<file path="src/rtl/alu_mult_sequencer.sv">
// Shift-and-add 32-bit multiplier that borrows an external ALU for every
// add and shift, with early termination once the remaining multiplier is zero.
module alu_mult_sequencer (
    input  logic        clk,
    input  logic        reset,
    input  logic        start,
    input  logic [31:0] multiplicand,
    input  logic [31:0] multiplier,
    input  logic [31:0] alu_result,
    input  logic        alu_zero,
    output logic [3:0]  alu_operation,
    output logic [31:0] alu_a,
    output logic [31:0] alu_b,
    output logic [5:0]  alu_shamt,
    output logic [31:0] product,
    output logic        busy,
    output logic        done
);

    typedef enum logic [3:0] {
        OP_AND = 4'b0000,
        OP_OR  = 4'b0001,
        OP_NOR = 4'b0010,
        OP_ADD = 4'b0011,
        OP_SUB = 4'b0100,
        OP_SLL = 4'b0101,
        OP_SRL = 4'b0110
    } alu_op_t;

    typedef enum logic [2:0] {
        IDLE,
        TEST,
        ADD,
        SHL,
        SHR,
        DONE
    } state_t;

    state_t      state;
    logic [31:0] acc;
    logic [31:0] mcand;
    logic [31:0] mplier;

    always_ff @(posedge clk or negedge reset) begin
        if (!reset) begin
            state   <= IDLE;
            acc     <= '0;
            mcand   <= '0;
            mplier  <= '0;
            product <= '0;
        end else begin
            case (state)
                IDLE: begin
                    if (start) begin
                        acc    <= '0;
                        mcand  <= multiplicand;
                        mplier <= multiplier;
                        state  <= TEST;
                    end
                end
                TEST: begin
                    // The ALU ORs mplier with zero, so alu_zero means no bits remain.
                    if (alu_zero) begin
                        product <= acc;
                        state   <= DONE;
                    end else if (mplier[0]) begin
                        state <= ADD;
                    end else begin
                        state <= SHL;
                    end
                end
                ADD: begin
                    acc   <= alu_result;
                    state <= SHL;
                end
                SHL: begin
                    mcand <= alu_result;
                    state <= SHR;
                end
                SHR: begin
                    mplier <= alu_result;
                    state  <= TEST;
                end
                DONE:    state <= IDLE;
                default: state <= IDLE;
            endcase
        end
    end

    alu_op_t op;

    always_comb begin
        op    = OP_AND;
        alu_a = '0;
        alu_b = '0;
        case (state)
            TEST: begin
                op    = OP_OR;
                alu_a = mplier;
            end
            ADD: begin
                op    = OP_ADD;
                alu_a = acc;
                alu_b = mcand;
            end
            SHL: begin
                op    = OP_SLL;
                alu_b = mcand;
            end
            SHR: begin
                op    = OP_SRL;
                alu_b = mplier;
            end
            default: ;
        endcase
    end

    assign alu_operation = op;
    assign alu_shamt     = 6'd1;
    assign busy          = (state != IDLE);
    assign done          = (state == DONE);

endmodule

</file>
<file path="config.mk">
export PLATFORM = sky130hd
export DESIGN_NAME = alu_mult_sequencer
export DESIGN_NICKNAME = d
export VERILOG_FILES = /design/src/rtl/alu_mult_sequencer.sv
export SDC_FILE = /design/constraint.sdc
export NUM_CORES = 1
export LEC_CHECK = 0
export ABC_AREA = 1
export BUFFER_PORTS_ARGS = -buffer_cell sky130_fd_sc_hd__buf_2
export CORE_MARGIN = 4
export CORE_UTILIZATION = 53
export CTS_CLUSTER_DIAMETER = 150
export DETAILED_ROUTE_END_ITERATION = 10
export GPL_ROUTABILITY_DRIVEN = 0
export GPL_TIMING_DRIVEN = 1
export PLACE_DENSITY = 0.84
export SLEW_MARGIN = 25
export SYNTH_ARGS = -nofsm -noshare
export SYNTH_HDL_FRONTEND = slang
export SYNTH_SLANG_ARGS = --single-unit
</file>
<file path="constraint.sdc">
create_clock -name clk -period 1.9 [get_ports clk]
set_input_delay 0.095 -clock clk [delete_from_list [all_inputs] [get_ports clk]]
set_output_delay 0.095 -clock clk [all_outputs]
set_load 0.01 [all_outputs]
</file>
After elaboration in Yosys (flattened, before gate mapping):

Index checks and enable logic that the tools add are counted.

* bits in registers: 131
* input bits: 100
* output and inout bits: 108
* word-level logic and storage cells: 34

* eq/ne operators: 6
* muxes and demuxes: 13
* reductions and logical operators: 10

Operators with widths (number)
* $pmux W32 S2: 5
* $mux W32: 3
* $pmux W3 S5: 1
* $pmux W3 S4: 1
* $reduce_and A2 Y1: 4
* $eq A3 B2 Y1 const B: 2
* $eq A3 B3 Y1 const B: 2
* $mux W3: 2
* $reduce_bool A2 Y1: 3
* $eq A3 B1 Y1 const B: 1
* $logic_not A3 Y1: 1
* $reduce_bool A3 Y1: 1
* $ne A2 B2 Y1 const B: 1
* $reduce_or A2 Y1: 1
* $mux W1: 1

Longest topological paths before layout:

* depth after elaboration: 3
* gate-level depth with buffers: 9
* mapped depth without buffers: 7

Worst setup path after synthesis:

OpenSTA, ideal clock, no wires.

* path type: register to output
* start: reg state[1]
* end: out alu_b[13]
* arrival time: 1.345 ns
* required time: 1.805 ns
* slack: 0.460 ns
* cell stages (with the launch flop): 7
* path buffers: 3
* cells stage by stage: dfrtp_1 buf_4 nor2_4 nand2_2 buf_2 clkbuf_1 o21ai_0

* cells in the longest elaborated chain, start to end: 3
* elaborated cells between the ends (all ways): 5
* classes of those cells: 3 x eq/ne; 1 x mux; 1 x reduce/logical

Ends and longest elaborated chain
* start: declaration: RTL line 39 `state_t state;`
* start signal: assignment: RTL line 46 `state <= IDLE;`
* start signal: assignment: RTL line 58 `state <= TEST;`
* start signal: assignment: RTL line 65 `state <= DONE;`
* $eq A3 B2 Y1: RTL line 96 `case (state)`
* $reduce_or A2 Y1 (no line)
* $pmux W32 S2 (*): RTL line 96
* end: declaration: RTL line 13 `output logic [31:0] alu_b,`

Every way passes the cells marked *; elsewhere a longest branch is shown, timed or not.

Worst setup path after layout:

* start: reg state[1]
* end: out alu_b[11]

The elaborated chain is that of the path after synthesis.

==> results.cfg <==
[floorplan]
core_um2 = 13200
die_w_um = 124
design.die.area_um2 = 15400
die_y_um = 124
ios = 208
rows = 42
initial_core_util = 0.541

[place]
hpwl_mm = 16.4
place_ws_ns = 0.211
port_buffers = 200

[synth]
synth_area_um2 = 7130
netlist_instances = 1016
yosys_warnings = 0
synth.avg_cell_area_um2 = 7.02
ys_seq_elements = 131
synthDistinctLibCells = 20
yosysSeqAreaShare = 0.459

[worst_setup_path]
startpoint_type = register
critPathMaxFanout = 16
end_kind = output port
arrival_ns = 1.81
worstSetupPathType = reg2out
required_ns = 1.80
worst_r2r_path_depth = 7
r2r-end = mcand[6]$_DFFE_PN0P_
r2r-start = state[1]$_DFFE_PN0P_
r2r_slack_ns = 0.09
crit_path_end = alu_b[11]
cp-startpoint = state[1]$_DFFE_PN0P_

[outcome]
status = finished with violations
violations = DRC, setup timing

[timing]
setup_viol = 6
rsz0062_at_grt = true
period_share = 1.00
slew_violations = 0
clock_skew_ns = 0.00738
setup_tns_ns = -0.0304
setup_ws_ns = -0.00930
period_needed_ns = 1.91
hold_viol = 0
fmax_mhz = 524

[drt]
top_layer = met5
num_vias = 8588
wl_per_cell_um = 18.7
wl_met1_mm = 9.74
drt_iter0_drc = 1562
drtAntennaViolNets = 0
routed_wl_mm = 27.7
wl_met3_mm = 3.75
drt_first_pass_iters = 11
route.met2.wl_mm = 12.6
via_per_inst = 5.81
post-route-drc-count = 4

[clock_network]
cts.sinks = 131
cts_buffers = 17
cts_max_level = 4
cts_root_buffer = clkbuf_16
tritoncts = built
clk_latency_ns = 0.42
clk_path_buf_depth = 2
clkTransAtPathRegs_ns = 0.06

[final_layout]
area_growth_pct = 39.7
drive_gt1_frac = 0.229
fillers = 865
final_nets = 1388
diodes = 0
ff_latch_area_um2 = 3280
multi_input_area_um2 = 3130

[global_routing]
grt_pass1_wl_mm = 42.2
grt_pass1_vias = 8015
grt_max_degree = 59
track_usage = 0.361
gr-total-overflow = 0
antenna_found_initial = 1

[power]
power_density_nw_per_um2 = 1610
power_mw = 16.0
p_leak_nw = 5.73
vdd_drop_max_uv = 973

[job]
max_cap_viol_count = 0

[worst_hold_path]
hold_class = in2reg
flip-flops by register name (all words and copies together), names as in the netlist:
| name | count |
|---|---|
| state | 3 |
| mplier | 32 |
| mcand | 32 |
| product | 32 |
| acc | 32 |
logic make-up after synthesis:
group / share of synthesized area
compound gates: 0.0463
buf+inv: 0.113
flops: 0.459
other cells: 0.00105
simple gates: 0.380
cells in the mapped netlist, drive strengths merged:
cell    count  area (um2)
nand2     396        1490
nand3     195         981
dfrtp     131        3280
inv       104         390
o21ai      66         330
buf        59         318
nand4      32         200
clkbuf     26        97.6
nor2        3        21.3
conb        2        7.51
nor3        2        21.3
placed cells by master, fill, tap and decap left out, drive strengths merged:
master	instances
buf	244
bufbuf	1
bufinv	2
clkbuf	24
clkinv	6
clkinvlp	1
conb	7
dfrtp	131
dlygate4sd3	87
inv	104
nand2	396
nand3	195
nand4	32
nor2	3
nor3	2
o21ai	66
critical path, cell delays in order (launching register included):
cell and delay [ns]:
dfrtp_2 0.48, nor2_4 0.21, nand2_8 0.13, buf_6 0.18, o21ai_0 0.21, buf_2 0.18
how the worst min path moves through the flow:
| stage | from | to | slack, ns | cells past startpoint |
|---|---|---|---|---|
| after floorplan | reset | acc[0]$_DFFE_PN0P_ | -0.20 | 0 |
| after global routing | multiplier[4] | mplier[4]$_DFFE_PN0P_ | 0.01 | 5 |
| after detailed placement | reset | product[22]$_DFFE_PN0P_ | -0.02 | 1 |
| final | multiplier[18] | mplier[18]$_DFFE_PN0P_ | 0.006 | 5 |
| after global placement | reset | product[23]$_DFFE_PN0P_ | -0.02 | 1 |
| after CTS | multiplier[18] | mplier[18]$_DFFE_PN0P_ | 0.002 | 5 |
per-layer routing:
layer  up-vias  track usage
li1       3770            -
met1      3831        0.466
met2       800        0.554
met3       185        0.105
met4         2        0.186
met5         -            0
where the power goes:
part	internal (mW)	total, mW	switching [mW]
clock	2.07	3.26	1.20
combinational	2.66	7.59	4.93
sequential	4.14	5.14	1.00
total	8.87	16.0	7.13
layout make-up:
| class | count | share of cell area |
|---|---|---|
| repair buffers | 332 | 0.233 |
| repair inverters | 1 | 0.000377 |
| multi-input cells | 701 | 0.315 |
| clock inverters | 8 | 0.0100 |
| well taps | 176 | 0.0221 |
| flip-flops and latches | 131 | 0.329 |
| inverters | 104 | 0.0409 |
| clock buffers | 24 | 0.0493 |
through the flow:
| step | hold WS, ns | instance area [um2] | cells | utilization |
|---|---|---|---|---|
| floorplan | -0.201 | 7150 | 1021 | - |
| global placement | -0.0176 | 8310 | 1348 | 0.630 |
| detailed placement | -0.0181 | 8310 | 1348 | 0.630 |
| CTS | 0.00169 | 9880 | 1473 | 0.749 |
| global route | 0.0143 | 9960 | 1477 | 0.755 |
| finish | 0.00614 | 9960 | 1477 | 0.755 |
what timing repair did:
| action | 4_1_cts | 5_1_grt |
|---|---|---|
| pin swaps | 1 | 3 |
| hold buffers | 87 | 0 |
| resized for setup | 20 | 20 |
| buffers inserted | 4 | 4 |
| setup endpoints to repair | 60 | 55 |
| gates cloned | 2 | 0 |
| hold endpoints to repair | 217 | 0 |
No activity file was read; power rests on OpenSTA's default activity.
